==> src/rtl/mtr_drv.sv <==
// mtr_drv -- wheel motor driver for the left and right H-bridges.
// Each signed speed word is saturated and offset into an 11-bit duty.
// The duty drives a shared 2048-clock PWM period. Each side produces a
// complementary, dead-time separated high/low gate pair.
// Optional overcurrent blanking, period counting and latched shutdown are
// compiled in when the macro MTR_OVR_I_PROT_EN is defined. Otherwise the
// OVR_I_* inputs are ignored and OVR_I_shtdwn is tied low.
module mtr_drv #(
    parameter int NONOVERLAP = 32,
    parameter int BLANK      = 128,
    parameter int OVR_LIMIT  = 32
) (
    input  logic               clk,
    input  logic               rst_n,
    input  logic signed [11:0] lft_spd,
    input  logic signed [11:0] rght_spd,
    input  logic               OVR_I_lft,
    input  logic               OVR_I_rght,
    output logic               PWM1_lft,
    output logic               PWM2_lft,
    output logic               PWM1_rght,
    output logic               PWM2_rght,
    output logic               OVR_I_shtdwn
);

    // The run counter only has to tell whether it is past the blank window,
    // so it saturates one count above that point.
    localparam int RUN_MAX = NONOVERLAP + BLANK + 1;
    localparam int RUN_W   = $clog2(RUN_MAX + 1);

    localparam logic [RUN_W-1:0] RUN_SAT  = RUN_W'(RUN_MAX);
    localparam logic [RUN_W-1:0] DEAD_THR = RUN_W'(NONOVERLAP);
    localparam logic [10:0]      CNT_LAST = 11'h7FF;
    localparam logic [10:0]      DUTY_MID = 11'd1024;

    // Index 0 is the left side and index 1 is the right side throughout.

    // Clip the speed to -1024..1023, then shift it into the unsigned range 0..2047.
    function automatic logic [10:0] spd_to_duty(input logic signed [11:0] spd);
        logic signed [11:0] clipped;
        logic signed [11:0] biased;
        if (spd > 12'sd1023) begin
            clipped = 12'sd1023;
        end else if (spd < -12'sd1024) begin
            clipped = -12'sd1024;
        end else begin
            clipped = spd;
        end
        biased = clipped + 12'sd1024;
        return biased[10:0];
    endfunction

    logic [10:0]           cnt_q, cnt_d;
    logic [1:0][10:0]      duty_q, duty_d, duty_new;
    logic [1:0]            pwm_sig_q, pwm_sig_d;
    logic [1:0][RUN_W-1:0] run_q, run_d;
    logic [1:0]            pwm1_q, pwm1_d;
    logic [1:0]            pwm2_q, pwm2_d;
    logic                  shtdwn_d;

    assign duty_new[0] = spd_to_duty(lft_spd);
    assign duty_new[1] = spd_to_duty(rght_spd);

    // Period counter, duty double-buffer, raw PWM, run length and dead-time legs.
    always_comb begin
        cnt_d     = cnt_q + 11'd1;
        duty_d    = duty_q;
        pwm_sig_d = '0;
        run_d     = run_q;
        pwm1_d    = '0;
        pwm2_d    = '0;
        for (int s = 0; s < 2; s++) begin
            // A new duty is taken only at the period boundary, so a period
            // is never cut short or stretched by a mid-period speed change.
            if (cnt_q == CNT_LAST) begin
                duty_d[s] = duty_new[s];
            end
            pwm_sig_d[s] = (cnt_q < duty_q[s]);
            // run_q counts the clocks since the last pwm_sig edge, minus one.
            if (pwm_sig_d[s] != pwm_sig_q[s]) begin
                run_d[s] = '0;
            end else if (run_q[s] != RUN_SAT) begin
                run_d[s] = run_q[s] + RUN_W'(1);
            end
            // A leg turns on only once pwm_sig has held its level for more
            // than NONOVERLAP clocks. Both legs therefore stay low through
            // every dead band, and a run that is too short yields no pulse.
            pwm1_d[s] = pwm_sig_q[s]  & (run_q[s] >= DEAD_THR) & ~shtdwn_d;
            pwm2_d[s] = ~pwm_sig_q[s] & (run_q[s] >= DEAD_THR) & ~shtdwn_d;
        end
    end

    // Core state. The gate drives are flops so that they cannot glitch.
    always_ff @(posedge clk or negedge rst_n) begin
        if (!rst_n) begin
            cnt_q     <= '0;
            duty_q    <= {DUTY_MID, DUTY_MID};
            pwm_sig_q <= '0;
            run_q     <= '0;
            pwm1_q    <= '0;
            pwm2_q    <= '0;
        end else begin
            cnt_q     <= cnt_d;
            duty_q    <= duty_d;
            pwm_sig_q <= pwm_sig_d;
            run_q     <= run_d;
            pwm1_q    <= pwm1_d;
            pwm2_q    <= pwm2_d;
        end
    end

`ifdef MTR_OVR_I_PROT_EN
    localparam logic [RUN_W-1:0] BLANK_THR = RUN_W'(NONOVERLAP + BLANK);
    localparam logic [5:0]       OVR_LIM   = 6'(OVR_LIMIT);

    logic [1:0] ovr_i;
    logic [1:0] ovr_vld;
    logic       any_flag;
    logic [1:0] flag_q, flag_d;
    logic [5:0] ovr_cnt_q, ovr_cnt_d;
    logic       shtdwn_q;

    assign ovr_i = {OVR_I_rght, OVR_I_lft};

    // Qualify comparator samples after blanking, flag bad periods and count them.
    always_comb begin
        ovr_vld   = '0;
        ovr_cnt_d = ovr_cnt_q;
        for (int s = 0; s < 2; s++) begin
            // The comparator reads garbage while the bridge current settles
            // after a high-side turn-on, so it is trusted only past the blank window.
            ovr_vld[s] = ovr_i[s] & pwm1_q[s] & (run_q[s] > BLANK_THR);
        end
        flag_d   = flag_q | ovr_vld;
        any_flag = |flag_d;
        if (cnt_q == CNT_LAST) begin
            // The count tracks consecutive bad periods. One clean period resets it.
            if (any_flag) begin
                if (ovr_cnt_q != 6'h3F) begin
                    ovr_cnt_d = ovr_cnt_q + 6'd1;
                end
            end else begin
                ovr_cnt_d = '0;
            end
            flag_d = '0;
        end
        shtdwn_d = shtdwn_q | (ovr_cnt_q == OVR_LIM);
    end

    // Overcurrent state. The shutdown latch is released only by reset.
    always_ff @(posedge clk or negedge rst_n) begin
        if (!rst_n) begin
            flag_q    <= '0;
            ovr_cnt_q <= '0;
            shtdwn_q  <= 1'b0;
        end else begin
            flag_q    <= flag_d;
            ovr_cnt_q <= ovr_cnt_d;
            shtdwn_q  <= shtdwn_d;
        end
    end

    assign OVR_I_shtdwn = shtdwn_q;
`else
    localparam int unused_ovr_limit = OVR_LIMIT;
    logic unused_ovr_i;

    assign unused_ovr_i = OVR_I_lft | OVR_I_rght;
    assign shtdwn_d     = 1'b0;
    assign OVR_I_shtdwn = 1'b0;
`endif

    assign PWM1_lft  = pwm1_q[0];
    assign PWM2_lft  = pwm2_q[0];
    assign PWM1_rght = pwm1_q[1];
    assign PWM2_rght = pwm2_q[1];

endmodule
==> config.mk <==
export PLATFORM = sky130hd
export DESIGN_NAME = mtr_drv
export DESIGN_NICKNAME = d
export VERILOG_FILES = /design/src/rtl/mtr_drv.sv
export SDC_FILE = /design/constraint.sdc
export NUM_CORES = 1
export LEC_CHECK = 0
export ABC_AREA = 1
export BUFFER_PORTS_ARGS = -buffer_cell sky130_fd_sc_hd__clkbuf_2
export CAP_MARGIN = 20
export CORE_MARGIN = 1.5
export CORE_UTILIZATION = 39
export DETAILED_ROUTE_END_ITERATION = 16
export PLACE_DENSITY = 0.68
export SKIP_LAST_GASP = 1
export SLEW_MARGIN = 5
export SYNTH_ARGS = -nofsm -noshare
export SYNTH_HDL_FRONTEND = slang
export SYNTH_SLANG_ARGS = --single-unit
export TNS_END_PERCENT = 10
==> constraint.sdc <==
create_clock -name clk -period 2.51 [get_ports clk]
set_input_delay 0.251 -clock clk [delete_from_list [all_inputs] [get_ports clk]]
set_output_delay 0.251 -clock clk [all_outputs]
set_load 0.01 [all_outputs]
# == Word level (Yosys, flattened, before mapping) ==
# Cells that the tools add are included.
# totals
ff_bits,55
out_inout_bits,5
inputBits,28
# op_classes
n_reduce_logical,2
eq_ne,5
addsub,5
order_cmp,8
n_bitwise,6
muxes,8
# ops
cell,n
11-bit 2-to-1 mux,4
8-bit 2-to-1 mux,4
"12-bit by 11-bit > comparator with 1-bit output, second input constant",2
"12-bit by 11-bit less-than comparator with 1-bit output, second input constant",2
"11-bit adder, second input constant",2
11-bit less-than comparator,2
"8-bit by 1-bit adder with 8-bit output, second input constant",2
"8-bit by 6-bit >= comparator with 1-bit output, second input constant",2
"8-bit inequality test, second input constant",2
"11-bit by 1-bit adder with 11-bit output, second input constant",1
"11-bit equality test, second input constant",1
1-bit AND,4
2-bit nonzero test,2
1-bit inequality test,2
1-bit inverter,2

# == Longest topological paths before layout ==
# Gate-level depths: netlist of run 1.
# depth
depth_word,4
depth_mapped,11

# == Least setup slack after synthesis of run 1 ==
# No wires, ideal clock.
# synth_timing
path_kind,reg2reg
from,register duty_q[21] in the netlist's numbering
to,register run_q[10] in the netlist's numbering
arrival_ns,1.446
period_less_slack_ns,1.570
stages_incl_launch_ff,12
path_slack_ns,0.940
required_ns,2.386
path_cell_list,dfstp_2 inv_1 ha_1 nand2_1 inv_1 nand2_1 nor2_1 nand2_1 nand3_1 nand2_1 nand2_1 nor2_1
# synth_via
elab_chain_cells,3
elab_cells_between_ends,4
# synth_lines
item,line_no,source
from (decl),54,"logic [1:0][10:0] duty_q, duty_d, duty_new;"
from (signal assigned),97,"duty_q <= {DUTY_MID, DUTY_MID};"
from (signal assigned),104,duty_q <= duty_d;
11-bit less-than comparator (*),78,pwm_sig_d[s] = (cnt_q < duty_q[s]);
1-bit inequality test (*),80,if (pwm_sig_d[s] != pwm_sig_q[s]) begin
8-bit 2-to-1 mux / 2-bit nonzero test (equally long branches),-,
to (signal assigned),106,run_q <= run_d;
to (decl),56,"logic [1:0][RUN_W-1:0] run_q, run_d;"
# Mark *: on every way between the ends. The rest lies on a longest branch, timed or not.
# A chain may end at the register's enable or synchronous reset.

# == Worst setup path after layout of run 1 ==
# layout_timing
from,register cnt_q[1]
to,register duty_q[4] in the netlist's numbering
# layout_via
elab_chain_cells,1
# layout_lines
item,line_no,source
from (decl),53,"logic [10:0] cnt_q, cnt_d;"
from (signal assigned),103,cnt_q <= cnt_d;
11-bit equality test,75,if (cnt_q == CNT_LAST) begin
# No other way between the ends.

==> impl_results.md, run 1 <==
* Worst path max stage delay at 430 ps
* Final instance area at 0.00347 mm2
* Hold violation count in the final report at 12
* Clock group share of total power at 41.6%
* Switching power at 328 uW
* Hold slack at -10.8 ps
* First DRT Iteration DRCs at 94
* GRT Util Overall at ~14%
* Dpl cell area at 0.00334 mm2
* Synth area leaders: dfrtp_1, ha_1, nand2_1, inv_1, o21ai_2
* Fill count at 764
* Mapped Avg Cell Area at 8.87 um2
* Initial Util at 40.2%
* DRC violation count after routing at 0
* Area leader, netlist: dfrtp_1
* Clock root buffer: clkbuf_8
* Syn Inst Count at 348
* Clock sink total at 55
* Delay-heaviest family, CP: simple AND/OR/NAND/NOR gates
* Final period demand of the worst path at between 1500 and 2000 ps
* Sequential group share of total power at 54.1%
* LEAKAGE at around 2 nW
* Post-DP HPWL at 4.01 mm
* Synth top area share at 43.0%
* Max IR drop VDD at 296 uV
* Setup TNS at 0 ps
* Failing checks: negative hold slack
* MaxCap Viol Count at 0
* Synth Cell Area at 0.00309 mm2
* Antenna Violating Nets Remaining at 0
* Area Overhead vs Synth at 12.4%
* Die H at 92.0 um
* Rows at 32
* Internal at 1.31 mW
* Setup repair bufs after CTS at 0
* Worst slew pin tran at 743 ps
* Number of synthesized register bits at 55
* Layout cells sized above 1 at around 18%
* Fin util at between 40% and 50%
* Final #Nets at 438
* Pwr dens at 472 mW/mm2
* Crit share post-route at 75.0%
* CP bufs+invs at 1
* Yosys warning count at 0
* Via density at 4.60
* Clock-pin slew on the worst setup and hold paths at 100 ps
* TritonRoute pass-1 iters at 4
* IO Pins at 33
* FMAX at 531 MHz
* # placed instances at roughly 480
* Placeable Area at 0.00769 mm2
* Comb power frac at about 4.3%
* Slowest-stage cell, CP: dfrtp_1
* Worst hold path type: input pin to async pin
* WL/cell at 11.0 um
* Sequential area share after synthesis at 44.7%
* Worst-path maximum fanout at 21
* Skew final at around 11 ps
* Final cell count without fillers at between 400 and 500
* Overflow after GRT at 0
* CTS tree: done
* Global-route wire length before repair at 9.81 mm
* Crit-path cells: ha_1 -> nand3_2 -> nor2_4 -> nand4_4 -> buf_4 -> nand2_1 -> o21ai_2
* Relative slew margins at 50.5%
* Die area at 0.00846 mm2
* Post-cts sizing count at 0
* Total CTS buffers at 5
* Initial antenna violation count at 0
* Clk Latency, worst-skew pair at between 300 and 400 ps
* Post-synthesis cell type count at 23
* H-tree depth at 2
* WP data required at 2710 ps
* RSZ-0062 raised after global routing: no
* Switching part of the total at between 20% and 30%
* Vias in the first global route at approximately 2.2k
* Setup crit start kind: flip-flop
* Largest net degree at the start of global routing at 30
* Crit path DAT at around 2100 ps
* # port buffers at 29
* Outcome: finished, violations left
* Total number of vias at 2235
* Die width at slightly above 90 um
* Clock Tree Buf Depth at 2
* Critical path endpoint category: flip-flop
* Crit Path Class: flip-flop to flip-flop
* Slew Viols, Final at 0
* Total Routed Length at roughly 5.3 mm
* GPL Wtd Cong at 0.758
* Net Count, Synth at 403
* Hold buffer count at cts at 0
* Setup violations, final at 0
* # diodes at 0
==> stage by stage <==
| step | setup WS, ps | total power, mW |
|---|---|---|
| after floorplan | 940 | 0.931 |
| after global placement | 651 | 0.974 |
| after detailed placement | 621 | 0.975 |
| after CTS | 604 | 1.66 |
| after global routing | 443 | 1.70 |
| final | 627 | 1.64 |
==> layout by cell type, fill, tap and decap left out, drive strengths merged <==
master  netlist  routed
a21oi        30      30
o21ai        26      26
xor2         14      14
inv          55      55
xnor2         6       6
clkbuf        0      35
nor3          1       1
a21o          4       4
nand3        11      11
buf           5       4
nor2         38      38
nand2        66      66
dfrtp        53      53
nand4         9       9
bufinv        0       2
dfstp         2       2
ha           27      27
conb          1       1
==> worst reg2reg max path: stages, from the launching register on <==
cell	delay [ps]
dfrtp_1	430
ha_1	260
nand3_2	140
nor2_4	160
nand4_4	310
buf_4	340
nand2_1	90
o21ai_2	50
==> layout make-up <==
cell class	instances	area, um2	share of cell area [%]
multi-input combinational	233	1450	41.8
clock inverter	2	60.1	1.73
sequential	55	1380	39.7
tap	102	128	3.68
timing repair buffer	33	175	5.05
clock buffer	6	72.6	2.09
inverter	55	206	5.95
==> cell families (layout without fill, tap and decap cells) <==
group	after synthesis	count (layout)	synth area share, %
AND/OR/NAND/NOR	125	125	17.5
AO/OA/AOI/OAI	60	60	12.7
buffers and inverters	60	96	8.39
flip-flops	55	55	44.7
adder cells (fa/ha/maj)	27	27	10.9
XOR/XNOR	20	20	5.67
other	1	1	0.121
==> synthesized netlist by cell type <==
cell / number
buf_4: 1
nand4_1: 8
buf_6: 4
nand3_1: 10
nor2_2: 1
dfrtp_1: 53
nand4_4: 1
o21ai_2: 22
inv_1: 55
dfstp_2: 2
xor2_1: 14
xnor2_1: 6
conb_1: 1
nor2_1: 36
o21ai_0: 4
nand2_1: 65
a21oi_1: 30
nor2_4: 1
nand3_2: 1
nand2_2: 1
ha_1: 27
nor3_1: 1
a21o_1: 4
==> flip-flops by register name, summed over array words and instances, names as in the netlist <==
register,count
run_q,16
pwm_sig_q,2
pwm2_q,2
duty_q,22
pwm1_q,2
cnt_q,11
==> path summary, 6_finish.rpt <==
check	depth (start not counted)	to	start	slack, ps
worst max-delay path	7	duty_q[4]	cnt_q[1]	630
worst min-delay path	1	run_q[8]	rst_n	-10
worst max register to register	7	duty_q[4]	cnt_q[1]	630
worst min register to register	1	pwm2_q[0]	pwm_sig_q[0]	450
max in group asynchronous	2	duty_q[15]	rst_n	1840
min in group clk	2	duty_q[10]	lft_spd[11]	110
==> power by group through the flow <==
stage	combinational [mW]	clock (mW)	sequential, mW
after floorplan	0.0280	0	0.903
after global placement	0.0708	0	0.903
after detailed placement	0.0721	0	0.903
after CTS	0.0726	0.699	0.886
after global routing	0.0821	0.737	0.886
final	0.0701	0.681	0.885
==> per-layer routing <==
layer	wire, um	GRT usage [%]
met5	0	0
met4	68	3.59
met3	181	2.74
met2	2500	23.4
met1	2580	18.9
Power figures use the tool's default switching activity.
==> run 2, diff against run 1 <==
Settings changed: PLACE_DENSITY 0.68 to 0.7.
Clock period 2.51 ns to 1.6 ns, I/O delays scaled along.
==> run 2 against run 1 <==
The run ends with negative setup slack left. Utilization up 2.1 points. Critical path depth unchanged. Sequential share of layout area down 1.7 points. Worst hold slack better by 40 ps. Die area unchanged. Via count up 2.9%.
==> impl_results.md, run 2 (same netlist as run 1, synthesis figures left out) <==
* Outcome: finished, violations left
* Failing checks: negative setup slack
* Global-route wire length before repair at 9.81 mm
* Final instance area at between 0.003 and 0.004 mm2
* Vias in the first global route at 2302
* Overflow after GRT at 0
* Crit path DAT at 1870 ps
* Most common library cell in the layout ignoring fill and taps: nand2_1
* H-tree depth at 2
* Worst hold path type: input pin to flip-flop
* Initial antenna violation count at 0
* Slowest-stage cell, CP: dfstp_2
* Clock root buffer: clkbuf_8
* WP data required at 1790 ps
* Die area at 0.00846 mm2
* Critical path endpoint category: flip-flop
* Initial Util at about two fifths
* Final period demand of the worst path at 1680 ps
* Total Routed Length at 5.41 mm
* Fill count at between 700 and 800
* Crit share post-route at 105%
* Largest regs: duty_q (22), run_q (16), cnt_q (11)
* Crit-path cells: inv_2 -> ha_4 -> a21o_1 -> nor2_2 -> nand4_1 -> nand2_4 -> nor2_1
* Placeable Area at 0.00769 mm2
* Hold violation count in the final report at 0
* Final #Nets at 445
* # diodes at 0
* Layout cells sized above 1 at approximately 29%
* Die H at 92.0 um
* Largest net degree at the start of global routing at 56
* Total CTS buffers at 5
* DRC violation count after routing at 0
* Max IR drop VDD at 342 uV
* Skew final at between 5 and 6 ps
* Rows at 32
* GPL Wtd Cong at 0.848
* Setup violations, final at 16
* CP bufs+invs at 1
* Antenna Violating Nets Remaining at 0
* TritonRoute pass-1 iters at 4
* Dpl cell area at 0.00339 mm2
* Place WS at -170 ps
* Worst setup margin at -79.7 ps
* First DRT Iteration DRCs at 85
* Die width at 92.0 um
* Clock sink total at 55
* LEAKAGE at approximately 2.1 nW
* R2r setup slk at -80 ps
* Clock Tree Buf Depth at 2
* FMAX at 595 MHz
* Biggest register: duty_q
* # port buffers at 29
* Pwr dens at 612 mW/mm2
* GRT Util Overall at 14.2%
* Total number of vias at ~2.3k
* Slew Viols, Final at 0
* Hold slack at 29.3 ps
* Relative slew margins at between 50% and 60%
* Delay-heaviest family, CP: simple AND/OR/NAND/NOR gates
* RSZ-0062 raised after global routing: yes
* Worst path max stage delay at 550 ps
* Via density at ~4.7
* Most frequent cells in the layout: nand2_1, inv_1, dfrtp_1
* Post-DP HPWL at a little under 4 mm
* Setup crit start kind: flip-flop
* Clock-pin slew on the worst setup and hold paths at around 90 ps
* Crit Path Class: flip-flop to flip-flop
* IO Pins at 33
* WL/cell at 11.0 um
* Total power at 2.22 mW
* Worst slew pin tran at 601 ps
* Largest register FFs at 22
* Worst-path maximum fanout at 8
* Area Overhead vs Synth at 17.6%
* MaxCap Viol Count at 0
* Clk Latency, worst-skew pair at 300 ps
* CTS tree: done
run 2: cell types whose count changed in the layout (fill, tap and decap cells not counted), moves of 3 or more:
cell / before / now
buf_4: 4 / 8
nand2_4: 0 / 4
inv_1: 55 / 51
dfrtp_2: 0 / 3
nand2_1: 65 / 55
dfrtp_1: 53 / 50
nor2_1: 36 / 18
nor2_2: 1 / 18
nand2_2: 1 / 7
inv_2: 0 / 4
run 2: repair_timing:
action	4_1_cts	5_1_grt
setup buffers	0	2
pin swaps	9	17
endpoints found under the setup margin	16	38
endpoints found under the hold margin	53	0
gates resized for setup	17	28
hold buffers	1	0
run 2: report_power, final:
group	internal, mW	leakage (nW)	switching (mW)
sequential	1.39	0.598	0
combinational	0.0419	1.42	0.0715
clock	0.303	0.0383	0.417
run 2: layout make-up:
type	instances	area, um2	area share, %
multi-input cells	233	1580	43.6
flip-flops and latches	55	1380	38.1
repair buffers	40	255	7.03
inverters	55	206	5.69
well taps	102	128	3.51
clock buffers	7	76.3	2.10
run 2: final timing paths:
| path | from | end | depth (start not counted) |
|---|---|---|---|
| worst max-delay path | duty_q[10] | run_q[2] | 7 |
| worst min-delay path | lft_spd[11] | duty_q[10] | 2 |
| worst max register to register | duty_q[10] | run_q[2] | 7 |
| worst min register to register | pwm_sig_q[1] | pwm2_q[1] | 1 |
| max in group asynchronous | rst_n | duty_q[10] | 3 |
| min in group asynchronous | rst_n | duty_q[20] | 3 |
run 2: metal layers:
layer,up-vias,global-route usage (%),wire length (um)
li1,1185,-,-
met1,1073,17.5,2490
met2,37,25.0,2680
met3,5,3.23,179
met4,0,3.72,61
met5,-,0,0
run 2: per-stage QoR:
stage | setup TNS [ps] | util (%) | instances
after floorplan | 0 | - | 348
after global placement | -1590 | 44.1 | 482
after detailed placement | -2300 | 44.1 | 482
after CTS | -199 | 46.2 | 490
after global routing | -3440 | 47.2 | 492
final | -681 | 47.2 | 492
run 2: worst reg2reg max path, cell delays in order (launching register included):
cell and delay, ps:
dfstp_2 550, inv_2 40, ha_4 240, a21o_1 160, nor2_2 150, nand4_1 160
nand2_4 200, nor2_1 70
==> run 3, diff against run 2 <==
Settings changed: PLACE_DENSITY 0.7 to 0.68, SKIP_LAST_GASP 1 to default.
Clock period 1.6 ns to 1.7 ns, I/O delays scaled along.
==> run 3 against run 2 <==
The flow now finishes without violations. Sequential share of layout area is 0.40 points higher. Clock power increased by 26%. Routed wire length decreased by 0.11%. Die area did not move. Utilization decreased by 0.49 points. Flip-flop and latch count did not move. Non-clock buffer count down 2. First-iteration DRC count grew 5.9%. Final cell count shrank 0.20%. Worst setup slack improved by 110 ps.
==> impl_results.md, run 3 (same netlist as run 1, synthesis figures left out) <==
* Setup TNS at 0 ps
* Largest register FFs at 22
* Switching part of the total at a little over a fifth
* Worst-path maximum fanout at 8
* Largest regs: duty_q (22), run_q (16), cnt_q (11)
* Most common library cell in the layout ignoring fill and taps: nand2_1
* Initial Util at 40.2%
* IO Pins at 33
* Placeable Area at 0.00769 mm2
* Final instance area at 0.00359 mm2
* Skew final at 6.10 ps
* Total Routed Length at between 5 and 6 mm
* Clk Latency, worst-skew pair at 310 ps
* First DRT Iteration DRCs at 90
* MaxCap Viol Count at 0
* Most frequent cells in the layout: nand2_1, inv_1, dfrtp_1
* Worst slew pin tran at 605 ps
* Sequential group share of total power at 56.3%
* Slew Viols, Final at 0
* Fin util at 46.7%
* Overflow after GRT at 0
* Clock Tree Buf Depth at 2
* Via density at 4.55
* Worst setup margin at 26.5 ps
* Largest net degree at the start of global routing at 45
* Layout cells sized above 1 at between 20% and 30%
* Internal at 1.83 mW
* Clock root buffer: clkbuf_8
* Area Overhead vs Synth at 16.4%
* WL/cell at 11.0 um
* RSZ-0062 raised after global routing: yes
* Comb power frac at 4.7%
* Crit path DAT at ~1900 ps
* Worst hold path type: input pin to flip-flop
* Total CTS buffers at 5
* Hold violation count in the final report at 0
* Clock-pin slew on the worst setup and hold paths at ~100 ps
* Final #Nets at around 440
* CTS tree: done
* Dpl cell area at 0.00338 mm2
* Critical Path Start: duty_q[10]
* Clock group share of total power at between 30 and 40%
* Setup crit start kind: flip-flop
* Die H at 92.0 um
* # diodes at 0
* Rows at 32
* Most frequent CP cell: nand2_2
* Setup violations, final at 0
* Total power at 2.32 mW
* Total number of vias at 2234
* TritonRoute pass-1 iters at 4
* WP data required at 1900 ps
* Global-route wire length before repair at 9.69 mm
* Die width at roughly 90 um
* Initial antenna violation count at 0
* Final cell count without fillers at 491
* Hold path start: lft_spd[11]
* Die area at 0.00846 mm2
* Hold slack at 33.9 ps
* DRC violation count after routing at 0
* Clock sink total at 55
* GPL Wtd Cong at 0.746
* CP bufs+invs at 2
* # port buffers at 29
* Outcome: complete, no violations
* Post-DP HPWL at 4.05 mm
* Switching power at 496 uW
* GRT Util Overall at 14.2%
* H-tree depth at 2
* Crit share post-route at 98.4%
* Antenna Violating Nets Remaining at 0
* Crit Path Class: flip-flop to flip-flop
* Worst path max stage delay at 550 ps
* Crit-path cells: inv_2 -> ha_4 -> nand2_2 -> inv_2 -> nand2_2 -> nor2_2 -> nand2_2 -> nand3_2 -> nand2_2 -> nand2_4 -> nor2_1
* # placed instances at between 400 and 500
* FMAX at around 600 MHz
* Biggest register: duty_q
* Place WS at -124 ps
* LEAKAGE at about 2.0 nW
* Vias in the first global route at roughly 2.2k
* Delay-heaviest family, CP: simple AND/OR/NAND/NOR gates
* Max IR drop VDD at 345 uV
* Final period demand of the worst path at 1670 ps
* Pwr dens at 646 mW/mm2
* Relative slew margins at between 50% and 60%
* Critical path endpoint category: flip-flop
* Slowest-stage cell, CP: dfstp_2
* Reg2reg start: duty_q[10]
[run 3: final timing paths]
kind	to	slack [ps]	depth (start not counted)
setup / recovery	run_q[2]	30	11
max in group asynchronous	run_q[10]	780	3
hold / removal	duty_q[10]	30	2
setup reg to reg	run_q[2]	30	11
min in group asynchronous	duty_q[20]	370	2
hold reg to reg	pwm2_q[1]	480	1
[run 3: area by class of cell]
cell class / count / area [um2]
fillers: 751 / 4090
well taps: 102 / 128
clock inverters: 2 / 35.0
multi-input cells: 233 / 1520
repair buffers: 38 / 240
inverters: 55 / 206
flip-flops and latches: 55 / 1380
clock buffers: 6 / 82.6
[run 3: power by group through the flow]
stage,sequential (mW),clock (mW),combinational (mW)
final,1.31,0.905,0.109
after global routing,1.31,0.984,0.125
after CTS,1.31,0.927,0.112
after detailed placement,1.33,0,0.110
after global placement,1.33,0,0.108
after floorplan,1.33,0,0.0413
[run 3: metal layers]
layer  part of all wire, %  track usage (%)
met5                     0                0
met1                    48             18.5
met2                    48             24.2
met3                   3.4             2.99
met4                  0.98             3.08
[run 3: repair_timing]
action                                 CTS  global route
resized for setup                        3            23
setup endpoints to repair               16            25
hold buffers                             1             0
endpoints found under the hold margin   17             0
pin swaps                                1            10
buffers inserted                         0             2
